File: config.mk
export PLATFORM = sky130hd
export DESIGN_NAME = dmem_arbiter
export DESIGN_NICKNAME = d
export VERILOG_FILES = /design/src/rtl/dmem_arb_pkg.sv /design/src/rtl/dmem_arb_pick.sv /design/src/rtl/dmem_arbiter.sv
export SDC_FILE = /design/constraint.sdc
export NUM_CORES = 1
export LEC_CHECK = 0
export CAP_MARGIN = 20
export CORE_MARGIN = 4
export CORE_UTILIZATION = 30
export CTS_CLUSTER_SIZE = 30
export DETAILED_ROUTE_END_ITERATION = 10
export HOLD_SLACK_MARGIN = 0.05
export PLACE_DENSITY = 0.73
export SLEW_MARGIN = 20
export SYNTH_ARGS = -nofsm -noshare
export SYNTH_HDL_FRONTEND = slang
export SYNTH_SLANG_ARGS = --single-unit
export TNS_END_PERCENT = 5
File: constraint.sdc
create_clock -name clk -period 3.2 [get_ports clk]
set_input_delay 0.8 -clock clk [delete_from_list [all_inputs] [get_ports clk]]
set_output_delay 0.8 -clock clk [all_outputs]
set_load 0.05 [all_outputs]
File: src/rtl/dmem_arb_pkg.sv
// dmem_arb_pkg
// Shared types and widths for the data-memory arbiter.
//   arb_state_t : arbiter FSM states (IDLE, READ_WAIT)
//   arb_owner_t : which requester owns the current/last access
//   STARVE_W    : width of the debug starvation counter
//   LAT_W       : width of the read-latency down-counter (latency 1..4)
package dmem_arb_pkg;

    typedef enum logic {
        IDLE,
        READ_WAIT
    } arb_state_t;

    typedef enum logic {
        OWN_CORE,
        OWN_DBG
    } arb_owner_t;

    localparam int STARVE_W = 4;
    localparam int LAT_W    = 2;

endpackage

File: src/rtl/dmem_arb_pick.sv
// dmem_arb_pick
// Combinational winner selection between the core and the debug requester.
// Core has fixed priority unless the debug port has been passed over
// STARVE_LIMIT consecutive times, in which case debug wins once.
// Ports:
//   core_req, dbg_req : pending requests
//   starve_cnt        : consecutive core grants while debug was waiting
//   any_req           : at least one requester is asking
//   winner            : requester that would be granted this cycle
module dmem_arb_pick
    import dmem_arb_pkg::*;
#(
    parameter int STARVE_LIMIT = 4
) (
    input  logic                core_req,
    input  logic                dbg_req,
    input  logic [STARVE_W-1:0] starve_cnt,
    output logic                any_req,
    output arb_owner_t          winner
);

    // Debug only beats a simultaneous core request once it has starved
    // for the full limit; alone it always wins.
    always_comb begin
        any_req = core_req | dbg_req;
        winner  = OWN_CORE;
        if (dbg_req && (!core_req || (starve_cnt == STARVE_W'(STARVE_LIMIT)))) begin
            winner = OWN_DBG;
        end
    end

endmodule

File: src/rtl/dmem_arbiter.sv
// dmem_arbiter
// Two-requester (core, debug/loader) arbiter in front of a single-port data
// memory with a fixed read latency. One access outstanding at a time.
// Ports:
//   clk, reset                         : clock, synchronous active-high reset
//   core_req/we/addr/wdata/funct3      : core request fields
//   core_gnt, core_rvalid, core_rdata  : core grant pulse, read return
//   dbg_*                              : same set for the debug requester
//   mem_wren, mem_address, mem_data_in,
//   mem_funct3                         : memory command (held between grants)
//   mem_data_out                       : memory read data
module dmem_arbiter
    import dmem_arb_pkg::*;
#(
    parameter int READ_LATENCY = 1,
    parameter int STARVE_LIMIT = 4
) (
    input  logic        clk,
    input  logic        reset,
    input  logic        core_req,
    input  logic        core_we,
    input  logic [31:0] core_addr,
    input  logic [31:0] core_wdata,
    input  logic [2:0]  core_funct3,
    output logic        core_gnt,
    output logic        core_rvalid,
    output logic [31:0] core_rdata,
    input  logic        dbg_req,
    input  logic        dbg_we,
    input  logic [31:0] dbg_addr,
    input  logic [31:0] dbg_wdata,
    input  logic [2:0]  dbg_funct3,
    output logic        dbg_gnt,
    output logic        dbg_rvalid,
    output logic [31:0] dbg_rdata,
    output logic        mem_wren,
    output logic [31:0] mem_address,
    output logic [31:0] mem_data_in,
    output logic [2:0]  mem_funct3,
    input  logic [31:0] mem_data_out
);

    arb_state_t          state, next_state;
    arb_owner_t          owner, winner;
    logic [LAT_W-1:0]    lat_cnt;
    logic [STARVE_W-1:0] starve_cnt;
    logic                any_req;
    logic                read_done;
    logic                grant;
    logic                win_we;
    logic [31:0]         win_addr, win_wdata;
    logic [2:0]          win_funct3;
    logic [31:0]         addr_q, wdata_q;
    logic [2:0]          funct3_q;
    logic [31:0]         core_rdata_q, dbg_rdata_q;

    dmem_arb_pick #(
        .STARVE_LIMIT(STARVE_LIMIT)
    ) u_pick (
        .core_req  (core_req),
        .dbg_req   (dbg_req),
        .starve_cnt(starve_cnt),
        .any_req   (any_req),
        .winner    (winner)
    );

    // Route the winning requester's fields toward the memory command.
    always_comb begin
        win_we     = core_we;
        win_addr   = core_addr;
        win_wdata  = core_wdata;
        win_funct3 = core_funct3;
        if (winner == OWN_DBG) begin
            win_we     = dbg_we;
            win_addr   = dbg_addr;
            win_wdata  = dbg_wdata;
            win_funct3 = dbg_funct3;
        end
    end

    // Next-state and pulse outputs. The last READ_WAIT cycle (counter at
    // zero) both returns the read data and may accept the next request.
    // Reset suppresses every pulse so it wins over a simultaneous request
    // and kills a read that would have returned in that cycle.
    always_comb begin
        next_state  = state;
        read_done   = (state == READ_WAIT) && (lat_cnt == '0);
        grant       = !reset && any_req && ((state == IDLE) || read_done);
        core_gnt    = grant && (winner == OWN_CORE);
        dbg_gnt     = grant && (winner == OWN_DBG);
        mem_wren    = grant && win_we;
        core_rvalid = !reset && read_done && (owner == OWN_CORE);
        dbg_rvalid  = !reset && read_done && (owner == OWN_DBG);
        if (state == IDLE) begin
            if (grant && !win_we) next_state = READ_WAIT;
        end else begin
            if (read_done) next_state = (grant && !win_we) ? READ_WAIT : IDLE;
        end
    end

    // Memory command is live during a grant and otherwise replays the last
    // granted values; read data passes straight through while valid.
    always_comb begin
        mem_address = grant ? win_addr   : addr_q;
        mem_data_in = grant ? win_wdata  : wdata_q;
        mem_funct3  = grant ? win_funct3 : funct3_q;
        core_rdata  = core_rvalid ? mem_data_out : core_rdata_q;
        dbg_rdata   = dbg_rvalid  ? mem_data_out : dbg_rdata_q;
    end

    // FSM state register.
    always_ff @(posedge clk) begin
        if (reset) begin
            state <= IDLE;
        end else begin
            state <= next_state;
        end
    end

    // Datapath registers: held command, owner, latency and starvation
    // counters, and the last returned read word for each requester.
    always_ff @(posedge clk) begin
        if (reset) begin
            owner        <= OWN_CORE;
            lat_cnt      <= '0;
            starve_cnt   <= '0;
            addr_q       <= '0;
            wdata_q      <= '0;
            funct3_q     <= '0;
            core_rdata_q <= '0;
            dbg_rdata_q  <= '0;
        end else begin
            if (grant) begin
                owner    <= winner;
                addr_q   <= win_addr;
                wdata_q  <= win_wdata;
                funct3_q <= win_funct3;
            end
            if (grant && !win_we) begin
                lat_cnt <= LAT_W'(READ_LATENCY - 1);
            end else if ((state == READ_WAIT) && (lat_cnt != '0)) begin
                lat_cnt <= lat_cnt - LAT_W'(1);
            end
            if (!dbg_req || (grant && (winner == OWN_DBG))) begin
                starve_cnt <= '0;
            end else if (grant) begin
                starve_cnt <= starve_cnt + STARVE_W'(1);
            end
            if (core_rvalid) core_rdata_q <= mem_data_out;
            if (dbg_rvalid)  dbg_rdata_q  <= mem_data_out;
        end
    end

endmodule

# After elaboration in Yosys (flattened, before gate mapping)
# Cells that the tools add are included.
# word_totals
register_bits	139
inputBits	172
output_inout_bits	136
word_cells	52
# op_classes
add_sub_neg	2
n_eq_ne	1
n_mux	13
n_bitwise	4
n_reduce_logical	23
# ops
op	n
$mux 32	6
$logic_and 1x1->1	12
$mux 3	2
$mux 1	5
$add 4x1->4 const B	1
$eq 4x3->1 const B	1
$logic_not 1->1	4
$reduce_or 2->1	2
$logic_or 1x1->1	3
$not 1->1	3
$logic_not 2->1	1
$reduce_bool 2->1	1
$sub 2x1->2 const B	1
$or 1x1->1	1

# Depth between registers and ports, before layout
# logic_depth
ltp_word	10
mapped_depth	9
depth_no_buf	6

# Cells and area by module
# Synthesis repeated with hierarchy kept, for this count alone.
# hier_totals
cells_unflattened	851
hier_area_um2	6683.9
# by_module_without_submodules
mod	n_inst	cells_per_inst	area_per_inst_um2
dmem_arbiter	1	848	6660.1
dmem_arb_pick	1	3	23.8

# Least setup slack after synthesis
# Ideal clock, no wire load.
# synth_timing
path_kind	input-to-output
from	input dbg_req
to	output mem_address[21]
t_arrival_ps	2445
path_slack_ps	-45
stages	5
path_cell_list	and4b_1 nor4_4 clkbuf_1 a222oi_1 inv_1
# synth_via
elab_chain_len	4
# synth_rtl
element	line	text
start, declared	dmem_arbiter.sv:28	input logic dbg_req,
$logic_and 1x1->1 or $or 1x1->1 (tied branches)	dmem_arb_pick.sv:27, dmem_arb_pick.sv:25	
$mux 1 or $logic_and 1x1->1 (tied branches)	dmem_arb_pick.sv:27, dmem_arbiter.sv:88	
$mux 32 or $logic_and 1x1->1 (tied branches)	dmem_arbiter.sv:73, dmem_arbiter.sv:88	
$mux 32 (*)	-	
end, declared	dmem_arbiter.sv:37	output logic [31:0] mem_address,
# Mark *: on every way between the ends. The rest lies on a longest branch, timed or not.

# Worst setup path in the final report
# layout_timing
from	register lat_cnt[0]
to	output mem_address[10]
# layout_via
elab_chain_len	5
# layout_rtl
element	line	text
start, declared	dmem_arbiter.sv:45	logic [LAT_W-1:0] lat_cnt;
start signal, assigned	dmem_arbiter.sv:140	lat_cnt <= LAT_W'(READ_LATENCY - 1);
start signal, assigned	dmem_arbiter.sv:142	lat_cnt <= lat_cnt - LAT_W'(1);
$logic_not 2->1	dmem_arbiter.sv:87	read_done = (state == READ_WAIT) && (lat_cnt == '0);
$logic_and 1x1->1	dmem_arbiter.sv:87	
$logic_or 1x1->1	dmem_arbiter.sv:88	grant = !reset && any_req && ((state == IDLE) || read_done);
$logic_and 1x1->1	dmem_arbiter.sv:88	
$mux 32	-	
# Every way passes these cells.

==> metrics <==
slack of the worst reg-to-reg path 0.80 ns; status finished, violations left; residual DRC count 0; CP bufs+invs 5; Die W 145 um; Yosys cell types 31; critical path's slowest cell or3_4; Post-Place Setup Slack -0.448 ns; H-tree depth 4; initial antenna violation count 1; worst min-delay path class register to register; Iteration-0 DRC Markers 355; Chip Height 145 um; Layout Nets 1093; post-route minimum period 3.23 ns; Starting Density 30.4%; Design Power 5.23 mW; Die Area 21200 um2; Clock Sinks 139; TritonCTS clock tree built; Max Clk Rate 0.310 GHz; Synth Instances 558; fraction of layout cells with a size suffix above 1 35.2%; CP Data Required Time 2.40 ns; slew of the pin with the lowest slew margin 0.543 ns; vias in the first global route 5786; crit path launch type register; final setup fails 2; P&R area growth vs syn 90.0%; fin. max-slew vios 0; WS Path Type register to output port; Power Density 485 nW/um2; post-route ant nets 0; Placement Cell Area 9810 um2; TritonRoute pass-1 iters 9; CP top delay family buffers and inverters; IO Count 308; CTS clk-pin slew, worst paths 0.07 ns; Leakage Power 4.94 nW; #FFs+latches synth 139; Syn Area/Cell 10.2 um2; Slew HR 63.8%; gpl congestion 0.790; final wirelength 20600 um; syn nets 733; fin worst setup slack -0.0289 ns; clock latency at the later pin of the worst-skew pair 0.42 ns; PortBufs 307; Critical Path AT 2.43 ns; Filler cells 1516; Cell Chain, Critical Path inv_2 -> ha_4 -> nor2b_4 -> buf_6 -> or3_4 -> buf_16 -> a222oi_1 -> inv_1 -> buf_12; Root Buffer clkbuf_16; post-synthesis sequential area ratio 49.1%; number of synthesized flops with an enable pin 0; cell area after synthesis 5670 um2; Tcrit/Tclk final 101%; first-pass GRT wire length 31800 um; post-route cell area 10800 um2; Util after Layout 57.8%; total of warnings raised by yosys 0; Congestion Overflow GR 0; CP peak stage delay 0.43 ns; Inserted Clock Buffers 17; crit end category output port; HPWL after DPL 14300 um; hold violation count in the final report 0; Post-synth ARST share 0%; clk_skew 0.0106 ns; VDD IR-drop max 367 uV; Post-synth top flop dfxtp_1; Layout Cells excl Fill 1165; detailed-route via count 5631; core area 18600 um2; Total GRT Usage 19.0%; worst-path maximum fanout 23; Max Root-Sink Buffers 2; maxcap violations 0; n_diodes 0; WL per Instance 17.7 um; row count 50; via/cell ratio 4.83; failing checks setup timing; largest net degree at the start of global routing 67; unrepaired setup endpoints after global routing yes; placed cell count 1102
layout make-up:
type                    instances  area (um2)  area share, %
multi-input cells             299        2370           22.0
repair buffers                385        4450           41.3
inverters                      76         285           2.65
clock inverters                12         139           1.29
well taps                     234         293           2.72
flip-flops and latches        139        2790           25.9
clock buffers                  20         447           4.15
metrics by stage:
step | TNS (ns) | hold WS [ns]
2_1_floorplan | 0 | 0.459
3_3_place_gp | -20.40 | 0.472
3_5_place_dp | -22.91 | 0.482
4_1_cts | -0.188 | 0.502
5_1_grt | -4.64 | 0.520
6_report | -0.0426 | 0.501
what timing repair did:
action,CTS,global route
buffers inserted,27,2
endpoints found under the setup margin,69,67
gates cloned,3,0
pin swaps,53,25
gates resized for setup,25,11
hold buffers,0,0
worst reg2reg max path, cell delays in order (launching register included):
cell,delay (ns)
dfxtp_2,0.33
inv_2,0.06
ha_2,0.17
nand3b_1,0.16
a2111oi_4,0.35
buf_4,0.20
buf_12,0.18
a222oi_1,0.17
buf_4,0.15
buf_4,0.12
buf_4,0.13
buf_4,0.13
buf_4,0.12
nor2_1,0.07
state kept, by name (all words and copies together) (netlist names):
| signal | cells |
|---|---|
| funct3_q | 3 |
| owner | 1 |
| dbg_rdata_q | 32 |
| wdata_q | 32 |
| state | 1 |
| core_rdata_q | 32 |
| addr_q | 32 |
| starve_cnt | 4 |
| lat_cnt | 2 |
placed cells by master, fill, tap and decap left out, types with 2 or more instances in the layout:
cell,netlist,final
xnor2_1,4,4
a222oi_1,67,67
clkinvlp_4,0,4
clkbuf_16,0,17
nor2_1,74,74
buf_16,0,3
inv_2,0,5
mux2_2,64,64
and2_1,64,64
dfxtp_1,139,135
buf_6,8,13
a211oi_1,2,2
clkinv_4,0,2
buf_12,0,82
a21oi_1,3,3
clkdlybuf4s50_1,0,168
inv_1,76,71
clkbuf_1,18,2
bufinv_16,0,2
buf_4,6,116
dfxtp_2,0,4
inv_6,0,3
path summary, 6_finish.rpt:
path / from / to / cells past startpoint
worst max-delay path: lat_cnt[0]$_SDFFE_PP0P_ / mem_address[10] / 9
worst min-delay path: wdata_q[15]$_SDFF_PP0_ / wdata_q[15]$_SDFF_PP0_ / 2
worst max register to register: starve_cnt[0]$_SDFFE_PP0P_ / wdata_q[21]$_SDFF_PP0_ / 13
worst min register to register: wdata_q[15]$_SDFF_PP0_ / wdata_q[15]$_SDFF_PP0_ / 2
cells in the mapped netlist (2+ instances only):
cell      instances  area (um2)
mux2_2           64         721
inv_1            76         285
buf_2            12        60.1
dfxtp_1         139        2780
ha_1              3        37.5
a211oi_1          2        15.0
a222oi_1         67         671
clkbuf_1         18        67.6
and2_1           64         400
buf_4             6        45.0
or3_1             2        12.5
a21oi_1           3        15.0
nor2_1           74         278
xnor2_1           4        35.0
buf_6             8        90.1
power by group:
part | internal [mW] | total (mW) | leakage [nW] | switching (mW)
combinational | 0.683 | 1.43 | 3.53 | 0.743
clock | 1.18 | 1.98 | 0.274 | 0.802
sequential | 1.80 | 1.82 | 1.13 | 0.0210
total | 3.66 | 5.23 | 4.94 | 1.57
cell families after synthesis:
family,after synthesis,synth area share [%]
and+or+nand+nor,151,13.8
buffers and inverters,120,9.67
AOI/OAI and AO/OA,76,13.3
adders and majority gates,3,0.662
muxes,65,12.9
DFF,139,49.1
xor gates and xnor gates,4,0.618
metal layers:
metal / share of wire, % / up-vias / track usage [%]
li1: - / 2675 / -
met1: 40 / 2654 / 21.9
met2: 49 / 267 / 32.1
met3: 8.3 / 33 / 6.94
met4: 2.5 / 2 / 7.60
met5: 0.063 / - / 0
Power figures use the tool's default switching activity.
